### src/rtl/cpu_pkg.sv
// Shared definitions for the MIPS core: widths, instruction field positions
// and the fetch-stage state encoding.
package cpu_pkg;

  localparam int WORD_WIDTH    = 32;
  localparam int REGADDR_WIDTH = 5;
  localparam logic [31:0] NOP  = 32'h0000_0000;

  // Instruction field bit positions, shared with decode
  localparam int OPCODE_MSB = 31;
  localparam int OPCODE_LSB = 26;
  localparam int RS_MSB     = 25;
  localparam int RS_LSB     = 21;
  localparam int RT_MSB     = 20;
  localparam int RT_LSB     = 16;
  localparam int RD_MSB     = 15;
  localparam int RD_LSB     = 11;
  localparam int SHAMT_MSB  = 10;
  localparam int SHAMT_LSB  = 6;
  localparam int FUNCT_MSB  = 5;
  localparam int FUNCT_LSB  = 0;
  localparam int IMM_MSB    = 15;
  localparam int IMM_LSB    = 0;
  localparam int ADDR_MSB   = 25;
  localparam int ADDR_LSB   = 0;

  typedef enum logic [1:0] {
    RUN,
    DISCARD,
    HOLD
  } if_state_t;

endpackage

### src/rtl/if_stage_if.sv
// Instruction-memory fetch bus: request/address out, ack/data back.
interface if_stage_if #(
  parameter int WORD_WIDTH = cpu_pkg::WORD_WIDTH
) ();

  logic                  req;
  logic [WORD_WIDTH-1:0] addr;
  logic                  ack;
  logic [WORD_WIDTH-1:0] rdata;

  modport master (output req, addr, input ack, rdata);
  modport slave  (input req, addr, output ack, rdata);

endinterface

### src/rtl/if_pc_sel.sv
// Redirect decision for the fetch stage: a resolved branch wins over a jump
// sitting in IF/ID.
module if_pc_sel (
  input  logic        br_taken,
  input  logic [31:0] br_target,
  input  logic        jump,
  input  logic        ir_valid,
  input  logic [25:0] jump_index,
  input  logic [31:0] pc_plus4,
  output logic        redirect,
  output logic [31:0] target
);

  always_comb begin
    redirect = br_taken | (jump & ir_valid);
    if (br_taken) begin
      target = br_target & ~32'h0000_0003;
    end else begin
      // J-type keeps the top nibble of the jump's own pc_plus4
      target = (pc_plus4 & 32'hF000_0000) | {4'b0000, jump_index, 2'b00};
    end
  end

endmodule

### src/rtl/if_stage.sv
// Instruction fetch with IF/ID register. An ack taken while decode stalls is
// parked in a skid buffer; a redirect during an outstanding fetch waits for
// that fetch to drain before the new target is requested.
module if_stage #(
  parameter logic [31:0] RESET_PC   = 32'h0000_0000,
  parameter int          WORD_WIDTH = cpu_pkg::WORD_WIDTH
) (
  input  logic                  clk,
  input  logic                  rst,
  input  logic                  stall,
  input  logic                  br_taken,
  input  logic [WORD_WIDTH-1:0] br_target,
  input  logic                  jump,
  input  logic [25:0]           jump_index,
  if_stage_if.master            imem,
  output logic [WORD_WIDTH-1:0] ir,
  output logic [WORD_WIDTH-1:0] pc_plus4,
  output logic                  ir_valid
);

  import cpu_pkg::*;

  if_state_t             state;
  logic [WORD_WIDTH-1:0] pc;
  logic [WORD_WIDTH-1:0] pend;
  logic [WORD_WIDTH-1:0] skid;
  logic [WORD_WIDTH-1:0] pc_next4;
  logic                  redirect;
  logic [WORD_WIDTH-1:0] target;

  if_pc_sel u_pc_sel (
    .br_taken   (br_taken),
    .br_target  (br_target),
    .jump       (jump),
    .ir_valid   (ir_valid),
    .jump_index (jump_index),
    .pc_plus4   (pc_plus4),
    .redirect   (redirect),
    .target     (target)
  );

  assign pc_next4  = pc + WORD_WIDTH'(4);
  assign imem.req  = !rst && (state != HOLD);
  assign imem.addr = pc;

  always_ff @(posedge clk) begin
    if (rst) begin
      state    <= RUN;
      pc       <= RESET_PC;
      pend     <= RESET_PC;
      skid     <= NOP;
      ir       <= NOP;
      pc_plus4 <= '0;
      ir_valid <= 1'b0;
    end else if (redirect) begin
      ir       <= NOP;
      ir_valid <= 1'b0;
      // Without an ack the old fetch is still in flight and must drain first
      if (state == HOLD || imem.ack) begin
        pc    <= target;
        state <= RUN;
      end else begin
        pend  <= target;
        state <= DISCARD;
      end
    end else begin
      case (state)
        RUN: begin
          if (imem.ack && !stall) begin
            ir       <= imem.rdata;
            pc_plus4 <= pc_next4;
            ir_valid <= 1'b1;
            pc       <= pc_next4;
          end else if (imem.ack) begin
            skid  <= imem.rdata;
            state <= HOLD;
          end else if (!stall) begin
            ir       <= NOP;
            ir_valid <= 1'b0;
          end
        end
        DISCARD: begin
          if (imem.ack) begin
            pc    <= pend;
            state <= RUN;
          end
          if (!stall) begin
            ir       <= NOP;
            ir_valid <= 1'b0;
          end
        end
        HOLD: begin
          if (!stall) begin
            ir       <= skid;
            pc_plus4 <= pc_next4;
            ir_valid <= 1'b1;
            pc       <= pc_next4;
            state    <= RUN;
          end
        end
        default: state <= RUN;
      endcase
    end
  end

endmodule

### src/flat_wrapper.sv
// flat-port wrapper written by rule: the top's interface ports become plain ports
module if_stage_flat import cpu_pkg::*;
#(
  parameter logic [31:0] RESET_PC   = 32'h0000_0000,
  parameter int          WORD_WIDTH = cpu_pkg::WORD_WIDTH
)
  (clk, rst, stall, br_taken, br_target, jump, jump_index, ir, pc_plus4, ir_valid, imem_req, imem_addr, imem_ack, imem_rdata);
  if_stage_if #(.WORD_WIDTH(WORD_WIDTH)) imem_i ();
  input  logic clk;
  input  logic rst;
  input  logic stall;
  input  logic br_taken;
  input  logic [WORD_WIDTH-1:0] br_target;
  input  logic jump;
  input  logic [25:0] jump_index;
  output logic [WORD_WIDTH-1:0] ir;
  output logic [WORD_WIDTH-1:0] pc_plus4;
  output logic ir_valid;
  output wire logic [$bits(imem_i.req)-1:0] imem_req;
  output wire logic [$bits(imem_i.addr)-1:0] imem_addr;
  input wire logic [$bits(imem_i.ack)-1:0] imem_ack;
  input wire logic [$bits(imem_i.rdata)-1:0] imem_rdata;
  assign imem_req = imem_i.req;
  assign imem_addr = imem_i.addr;
  assign imem_i.ack = imem_ack;
  assign imem_i.rdata = imem_rdata;
  if_stage #(.RESET_PC(RESET_PC), .WORD_WIDTH(WORD_WIDTH)) u_core (.clk(clk), .rst(rst), .stall(stall), .br_taken(br_taken), .br_target(br_target), .jump(jump), .jump_index(jump_index), .imem(imem_i), .ir(ir), .pc_plus4(pc_plus4), .ir_valid(ir_valid));
endmodule
### config.mk
export PLATFORM = sky130hd
export DESIGN_NAME = if_stage_flat
export DESIGN_NICKNAME = d
export VERILOG_FILES = /design/src/rtl/cpu_pkg.sv /design/src/rtl/if_stage_if.sv /design/src/rtl/if_pc_sel.sv /design/src/rtl/if_stage.sv /design/src/flat_wrapper.sv
export SDC_FILE = /design/constraint.sdc
export NUM_CORES = 1
export LEC_CHECK = 0
export CAP_MARGIN = 20
export CORE_ASPECT_RATIO = 1.4
export CORE_MARGIN = 4
export CORE_UTILIZATION = 51
export CTS_BUF_LIST = sky130_fd_sc_hd__clkbuf_4
export CTS_CLUSTER_SIZE = 8
export DETAILED_ROUTE_END_ITERATION = 8
export HOLD_SLACK_MARGIN = 0.02
export PLACE_DENSITY = 0.82
export SLEW_MARGIN = 10
export SYNTH_ARGS = -nofsm -noshare
export SYNTH_HDL_FRONTEND = slang
export SYNTH_SLANG_ARGS = --single-unit
### constraint.sdc
create_clock -name clk -period 2.32 [get_ports clk]
set_input_delay 0.464 -clock clk [delete_from_list [all_inputs] [get_ports clk]]
set_output_delay 0.464 -clock clk [all_outputs]
set_load 0.005 [all_outputs]
; ---- Yosys cells after proc, flatten, opt, wreduce, memory -nomap -nowiden
; Index checks and enable logic that the tools add are counted.
[totals]
regBits = 163
[classes]
n_addsub = 1
n_eq_ne = 12
n_mux = 25
n_bitwise = 6
reduce_logical = 16
[ops]
columns = cell, n
row1 = 2-to-1 mux 32 bit, 10
row2 = one-hot mux 32 bit (3 select lines), 2
row3 = one-hot mux 32 bit (2 select lines), 1
row4 = adder 32 x 3 -> 32 bit (second input constant), 1
row5 = OR 32 x 28 -> 32 bit, 1
row6 = inequality test 3 x 2 -> 1 bit (second input constant), 5
row7 = AND reduction 4 bit, 3
row8 = 2-to-1 mux 2 bit, 5
row9 = inequality test 2 bit (second input constant), 3
row10 = one-hot mux 2 bit (3 select lines), 1
row11 = 2-to-1 mux 1 bit, 5
row12 = AND reduction 5 bit, 1
row13 = nonzero test 4 bit, 1
row14 = inequality test 3 x 1 -> 1 bit (second input constant), 1
row15 = inverter 1 bit, 3
row16 = one-hot mux 1 bit (3 select lines), 1
row17 = AND reduction 3 bit, 1
row18 = nonzero test 3 bit, 1
row19 = == test 2 x 1 -> 1 bit (second input constant), 1
row20 = == test 2 bit (second input constant), 1
row21 = logical AND 1 bit, 2
row22 = zero test 1 bit, 2
row23 = zero test 2 bit, 1
row24 = inequality test 2 x 1 -> 1 bit (second input constant), 1
row25 = other kinds (6), 6

; ---- Longest topological paths before layout
; Gate-level depths: netlist of the first run.
[logic_depth]
ltp_word = 5
mapped_depth = 10
mapped_depth_nobuf = 7

; ---- Modules after synthesis
; From an unflattened synthesis of the first run, not the netlist that was laid out.
[unflattened]
hier_cells = 996
hier_area_um2 = 7988.9
[by_module_without_submodules]
columns = module, n_inst, cells_each, area_each_um2
row1 = if_stage, 1, 959, 7591.0
row2 = if_pc_sel, 1, 37, 397.9

; ---- Least setup slack after synthesis of the first run
; OpenSTA, ideal clock, no wires.
[synth_timing]
kind = input-to-reg
from = input br_taken
to = register u_core.pc[17], in the netlist u_core.imem.addr[17]
setup_time_ns = 0.117
t_arrival_ns = 1.918
setup_slack_ns = 0.285
path_stages = 8
path_buffers = 3
cell_sequence = buf_2 > a21oi_1 > mux2i_1 > buf_2 > o21a_1 > buf_4 > o21ai_0 > a32o_1
[synth_between]
elab_chain_len = 3
elab_cells_between_ends = 10
cone_classes = eq/ne: 4 / mux: 3 / bitwise: 1 / reduce/logical: 2
[synth_rtl]
columns = element, line_no
row1 = start: declaration, flat_wrapper.sv:12  ; input logic br_taken;
row2 = OR 1 bit / 2-to-1 mux 32 bit (equally long branches), "if_pc_sel.sv:15, if_pc_sel.sv:16"
row3 = "inequality test 3 x 1 -> 1 bit (no source line), or another cell as far along", -
row4 = AND reduction 5 bit (no source line) / 2-to-1 mux 32 bit (equally long branches), -
row5 = end signal: assignment, if_stage.sv:60  ; pc <= target;
row6 = end signal: assignment, if_stage.sv:73  ; pc <= pc_next4;
row7 = end signal: assignment, if_stage.sv:84  ; pc <= pend;
row8 = end: declaration, if_stage.sv:24  ; logic [WORD_WIDTH-1:0] pc;
; Several ways; a longest one is shown, not always the timed one. The select of a mux whose other input is x is not followed.
; A chain may end at the register's enable or synchronous reset.

; ---- Worst setup path after layout of the first run
[layout_timing]
from = register u_core.pc[15], in the netlist u_core.imem.addr[15]
to = output imem_addr[15]
[layout_rtl]
columns = element, line_no
row1 = end: declaration, flat_wrapper.sv:20  ; output wire logic [$bits(imem_i.addr)-1:0] imem_addr;
; No word-level cell between the ends.

==> results of run 1 <==
## synth_stat cells, types with 5 or more instances
| cell type | instances |
|---|---|
| buf_4 | 6 |
| a21oi_1 | 93 |
| dfxtp_1 | 157 |
| buf_2 | 21 |
| a31oi_1 | 11 |
| o32ai_1 | 6 |
| nand2_1 | 83 |
| nand4_1 | 10 |
| and3_1 | 6 |
| xnor2_1 | 17 |
| a22o_1 | 33 |
| xor2_1 | 11 |
| nor3_1 | 9 |
| a211oi_1 | 54 |
| o21ai_0 | 23 |
| nor2_1 | 130 |
| a22oi_1 | 34 |
| nor4_1 | 6 |
| buf_1 | 5 |
| inv_1 | 14 |
| nand3_1 | 20 |
| clkbuf_1 | 54 |
| mux2i_1 | 43 |
## path summary, 6_finish.rpt
kind,depth (start not counted),startpoint,to,slack (ps)
max,1,u_core.imem.addr[15]$_SDFFE_PP0P_,imem_addr[15],160
min,3,imem_rdata[10],u_core.skid[10]$_SDFFE_PP0P_,460
max reg2reg,6,u_core.imem.addr[3]$_SDFFE_PP0P_,u_core.pc_plus4[26]$_SDFFE_PP0P_,210
min reg2reg,2,u_core.skid[24]$_SDFFE_PP0P_,u_core.skid[24]$_SDFFE_PP0P_,460
## power breakdown
part | internal [mW] | total (mW) | switching [mW]
Sequential | 2.84 | 2.97 | 0.129
Combinational | 0.683 | 1.33 | 0.652
Clock | 0.463 | 1.55 | 1.09
## per-layer routing
metal,GRT usage,share of wire
met1,0.3001,0.38
met2,0.4454,0.51
met3,0.05702,0.073
met4,0.1100,0.036
met5,0,0
## registers in the layout, indices dropped and copies added (netlist names)
register / flops
u_core.ir_valid: 1
u_core.pc_plus4: 30
u_core.state: 2
u_core.imem.addr: 30
u_core.pend: 30
u_core.skid: 32
u_core.ir: 32
## through the flow
stage	worst slack, ps	power [mW]	hold WS [ps]
finish	155.7	5.859	457.3
global route	54.99	6.142	437.9
CTS	122.8	5.895	418.6
detailed placement	-22.29	4.356	447.1
global placement	24.73	4.319	441.0
floorplan	284.9	3.680	436.0
## logic make-up after synthesis
| family | share of synthesized area |
|---|---|
| AOI/OAI and AO/OA | 0.2561 |
| xor gates and xnor gates | 0.03179 |
| adders and majority gates | 0.006488 |
| buffers and inverters | 0.05742 |
| DFF | 0.4075 |
| muxes | 0.06018 |
| other | 0.0004862 |
| and+or+nand+nor | 0.1801 |
## area by class of cell
type | count | area share
multi-input cells | 662 | 0.3989
flip-flops and latches | 157 | 0.2999
repair buffers | 264 | 0.2484
well taps | 189 | 0.02256
clock buffers | 17 | 0.01218
clock inverters | 15 | 0.01206
inverters | 16 | 0.005731
diodes | 1 | 0.0002388
## timing repair
item                       in CTS  in global routing
gates resized for setup         2                  2
cloned                          0                  0
buffers inserted                0                  0
setup endpoints to repair       1                  1
pin swaps                       0                  0
==> results_dict.tcl, run 1 <==
set metrics [dict create \
    status "completed" \
    fmax_mhz 462.0 \
    slew_headroom 0.5888 \
    fillers 1157 \
    cts.sinks 157 \
    gp_congestion 0.8767 \
    start_kind "register" \
    final_area_sq_um 10480 \
    grt_max_degree 120 \
    antenna_left 0 \
    critPathRequiredTime_ps 1860 \
    cellPowerDensity_nw_per_um2 559.1 \
    syn_avg_cell_area_sq_um 8.394 \
    final_cell_mix "clkdlybuf4s50_1, dfxtp_1, nor2_1, a21oi_1, nand2_1" \
    drive_gt1_frac 0.1238 \
    cp.arrival_ps 1700 \
    grt_util_all_layers 0.2554 \
    coreArea_sq_um 14640 \
    clk_pin_slew_ps 150 \
    start_util 0.5269 \
    synth_top_area_share 0.4075 \
    syn_inst 919 \
    critPathTopFamily "flip-flops" \
    setup_tns_ps 0 \
    wl_per_cell_um 17.23 \
    viasPerCell 5.820 \
    postCtsHoldBufs 0 \
    crit_fanout 9 \
    numCtsBuffers 17 \
    ir_worst_vdd_mv 0.3511 \
    tightest_slew_ps 611.2 \
    max_stage_delay_ps 580 \
    synth_top_flop_cell "dfxtp_1" \
    synth-seq-cells 157 \
    finalNonFillerCells 1321 \
    path_class "reg2out" \
    leakage_nw 3.817 \
    yosysTopAreaCell "dfxtp_1" \
    hold_class "in2reg" \
    grt_pass1_wl_mm 36.38 \
    num_vias 7688 \
    drt_iter0_markers 456 \
    period_share 0.9329 \
    ys_types 63 \
    setup_viol 0 \
    crit_chain "clkdlybuf4s50_1" \
    totalWireLength_mm 22.76 \
    crit_buf_inv 1 \
    yosysWarnings 0 \
    synth_area_leaders "dfxtp_1, nor2_1, a21oi_1" \
    cts_tree "built" \
    insertion_delay_ps 550 \
    fp.dieW_um 111.9 \
    period_needed_ps 2164 \
    async_flop_share 0 \
    final_common_cell "clkdlybuf4s50_1" \
    root_buffer "clkbuf_4" \
    io_buffers 187 \
    drc 0 \
    final_util 0.7159 \
    drv_cap 0 \
    dpl.hpwl_mm 16.56 \
    endpoint_kind "output pin" \
    hold_viol_final 0 \
    fp.dieH_um 153.5 \
    cts_max_path_buffers 2 \
    register_area_sq_um 3143 \
    synth_edf_count 0 \
    placed_area_sq_um 10210 \
    syn_to_final_growth_pct 35.86 \
    overflow 0 \
    finClkSkew_ps 16.54 \
    ys_seq_area_frac 0.4075 \
    drt_pass1_iterations 5 \
    final_nets 1218 \
    grt_pass1_vias 7235 \
    rows 52 \
    finalMaxSlewViolations 0 \
    crit_slowest_cell "dfxtp_1" \
    dp.cells 1288 \
    synth_area_sq_um 7714 \
    antenna_found_initial 1 \
    multi_input_area_sq_um 4180 \
    rsz0062_at_grt "false" \
    htreeDepth 4 \
    dieArea_sq_um 17180 \
    ioPinCount 194 \
]
Power figures use the tool's default switching activity.
==> inputs of run 2 (changes only) <==
--- a/config.mk
+++ b/config.mk
@@ -8,13 +8,14 @@
 export CAP_MARGIN = 20
 export CORE_ASPECT_RATIO = 1.4
 export CORE_MARGIN = 4
-export CORE_UTILIZATION = 51
+export CORE_UTILIZATION = 55
 export CTS_BUF_LIST = sky130_fd_sc_hd__clkbuf_4
 export CTS_CLUSTER_SIZE = 8
 export DETAILED_ROUTE_END_ITERATION = 8
 export HOLD_SLACK_MARGIN = 0.02
-export PLACE_DENSITY = 0.82
+export PLACE_DENSITY = 0.86
 export SLEW_MARGIN = 10
 export SYNTH_ARGS = -nofsm -noshare
 export SYNTH_HDL_FRONTEND = slang
+export SYNTH_HIERARCHICAL = 1
 export SYNTH_SLANG_ARGS = --single-unit
==> constraint.sdc (replaced) <==
create_clock -name clk -period 2.8 [get_ports clk]
set_input_delay 0.56 -clock clk [delete_from_list [all_inputs] [get_ports clk]]
set_output_delay 0.56 -clock clk [all_outputs]
set_load 0.005 [all_outputs]
==> run 2 against run 1 <==
Net effect:
- clock power decreased by 7%
- register-to-register slack improved by 310 ps
- clock skew increased by 6.7 ps
- global-route usage increased by 3.5 points
- die area decreased by 3.7%
- clock-buffer cell count unchanged
- cell count increased by 2.6%
- worst setup slack improved by 51 ps
- cell area decreased by 0.45%
- critical path type unchanged
- largest cell class unchanged
==> results_dict.tcl, run 2 <==
set metrics [dict create \
    numCtsBuffers 17 \
    synth.most_common_cell "nand2_1" \
    antenna_left 0 \
    min_to "u_core/imem.addr[9]$_SDFFE_PP0P_" \
    final_common_cell "clkdlybuf4s50_1" \
    setup_viol 0 \
    drt_iter0_markers 696 \
    cts-resized-gates 0 \
    finalMaxSlewViolations 0 \
    post_cts_buffers 0 \
    viasPerCell 6.021 \
    gp_congestion 0.8876 \
    start_util 0.5665 \
    cts_max_path_buffers 2 \
    leakage_nw 3.686 \
    cts_tree "built" \
    postCtsHoldBufs 0 \
    start_kind "register" \
    drive_gt1_frac 0.1077 \
    rows 51 \
    max_stage_delay_ps 540 \
    synth_area_sq_um 7989 \
    fp.dieW_um 109.9 \
    synth_area_leaders "dfxtp_1, nand2_1, a21oi_1" \
    grt_pass1_wl_mm 38.12 \
    insertion_delay_ps 540 \
    ys_seq_area_frac 0.4085 \
    slew_headroom 0.6362 \
    cellPowerDensity_nw_per_um2 477.2 \
    ioPinCount 194 \
    synth_common_cells "nand2_1, dfxtp_1, a21oi_1, nor2_1, clkbuf_1" \
    holdPathStages 2 \
    overflow 0 \
    ir_worst_vdd_mv 0.3036 \
    dpl.hpwl_mm 16.83 \
    critPathRequiredTime_ps 2240 \
    crit_chain "inv_1, ha_1, buf_4, nor2_1, clkdlybuf4s50_1" \
    synth_top_flop_cell "dfxtp_1" \
    reg2regPathDepth 6 \
    setup_tns_ps 0 \
    drv_cap 0 \
    syn_inst 996 \
    synth-seq-cells 163 \
    wl_per_cell_um 17.90 \
    synth_edf_count 0 \
    totalWireLength_mm 24.27 \
    finClkSkew_ps 23.24 \
    hold_viol_final 0 \
    yosysTopAreaCell "dfxtp_1" \
    coreArea_sq_um 14100 \
    reg2reg_slack_ps 520 \
    critPathTopFamily "buffers and inverters" \
    period_share 0.9262 \
    clk_pin_slew_ps 140 \
    cp.arrival_ps 2030 \
    final_cell_mix "clkdlybuf4s50_1, nand2_1, dfxtp_1, nor2_1, a21oi_1" \
    cts.sinks 163 \
    endpoint_kind "output pin" \
    r2r-start "u_core/imem.addr[3]$_SDFFE_PP0P_" \
    rsz0062_at_grt "false" \
    grt_util_all_layers 0.2900 \
    htreeDepth 4 \
    crit_fanout 10 \
    hp-start "rst" \
    grt_pass1_vias 7743 \
    r2r-end "u_core/imem.addr[12]$_SDFFE_PP0P_" \
    syn_to_final_growth_pct 30.59 \
    num_vias 8164 \
    ys_types 61 \
    dieArea_sq_um 16540 \
    tightest_slew_ps 545.7 \
    status "completed" \
    fmax_mhz 385.6 \
    final_util 0.7398 \
    final_nets 1258 \
    crit_buf_inv 3 \
    path_class "reg2out" \
    hold_class "in2reg" \
    async_flop_share 0 \
    antenna_found_initial 1 \
    crit_slowest_cell "clkdlybuf4s50_1" \
    yosysWarnings 6 \
    period_needed_ps 2593 \
    syn_avg_cell_area_sq_um 8.021 \
    root_buffer "clkbuf_4" \
    grt_max_degree 57 \
    fin_hold_ws_ps 416.5 \
    fp.dieH_um 150.6 \
    drc 0 \
    synth_top_area_share 0.4085 \
    io_buffers 191 \
    drt_pass1_iterations 6 \
]
## run 2: changes by cell type after synthesis, moves of 6 or more
cell,change
nand2_1,+96
nor2_1,-35
mux2i_1,-33
o21ai_0,+30
mux2_2,+27
a211oi_1,-15
buf_2,-11
clkbuf_1,+10
and3_1,+6
dfxtp_1,+6
## run 2: logic make-up after synthesis
| kind of cell | Yosys count | synth area share |
|---|---|---|
| AOI/OAI and AO/OA | 302 | 0.2481 |
| buffers and inverters | 105 | 0.05607 |
| DFF | 163 | 0.4085 |
| muxes | 40 | 0.05482 |
| and+or+nand+nor | 354 | 0.1962 |
| other | 1 | 0.0004694 |
| xor gates and xnor gates | 27 | 0.02960 |
| adders and majority gates | 4 | 0.006265 |
## run 2: how the worst max path moves through the flow
| stage | cells past startpoint | endpoint | startpoint |
|---|---|---|---|
| after floorplan | 7 | u_core/imem.addr[17]$_SDFFE_PP0P_ | stall |
| after global placement | 6 | u_core/imem.addr[0]$_SDFFE_PP0P_ | stall |
| after detailed placement | 6 | u_core/imem.addr[0]$_SDFFE_PP0P_ | stall |
| after CTS | 5 | imem_req | u_core/state[0]$_SDFFE_PP0P_ |
| after global routing | 5 | imem_req | u_core/state[0]$_SDFFE_PP0P_ |
| final | 5 | imem_req | u_core/state[0]$_SDFFE_PP0P_ |
## run 2: routing by layer
| layer | track usage | part of all wire | wire, um | vias up |
|---|---|---|---|---|
| met5 | 0 | 0 | 0 | - |
| met4 | 0.1510 | 0.040 | 974 | 0 |
| met3 | 0.05191 | 0.079 | 1921 | 67 |
| met2 | 0.5015 | 0.51 | 12340 | 398 |
| met1 | 0.3361 | 0.37 | 9039 | 3843 |
| li1 | - | - | - | 3856 |
## run 2: report_power, final
part	switching, mW	internal (mW)
Combinational	0.504	0.492
Clock	0.891	0.554
Sequential	0.109	2.43
## run 2: per-stage QoR
| stage | std cells | instance area [sq um] | power, mW | setup WS, ps |
|---|---|---|---|---|
| after global routing | 1356 | 10430 | 5.192 | 54.25 |
| after CTS | 1355 | 10430 | 4.988 | 141.7 |
| final | 1356 | 10430 | 4.978 | 206.6 |
| after global placement | 1324 | 10140 | 3.542 | 207.7 |
| after floorplan | 997 | 7993 | 3.084 | 636.8 |
| after detailed placement | 1324 | 10140 | 3.568 | 148.6 |
## run 2: cell type report
| type | count | area, sq um |
|---|---|---|
| repair buffers | 232 | 2280 |
| fillers | 1098 | 3670 |
| multi-input cells | 729 | 4307 |
| diodes | 1 | 2.502 |
| inverters | 15 | 56.30 |
| clock buffers | 17 | 127.6 |
| clock inverters | 14 | 165.2 |
| flip-flops and latches | 163 | 3263 |
| well taps | 185 | 231.5 |
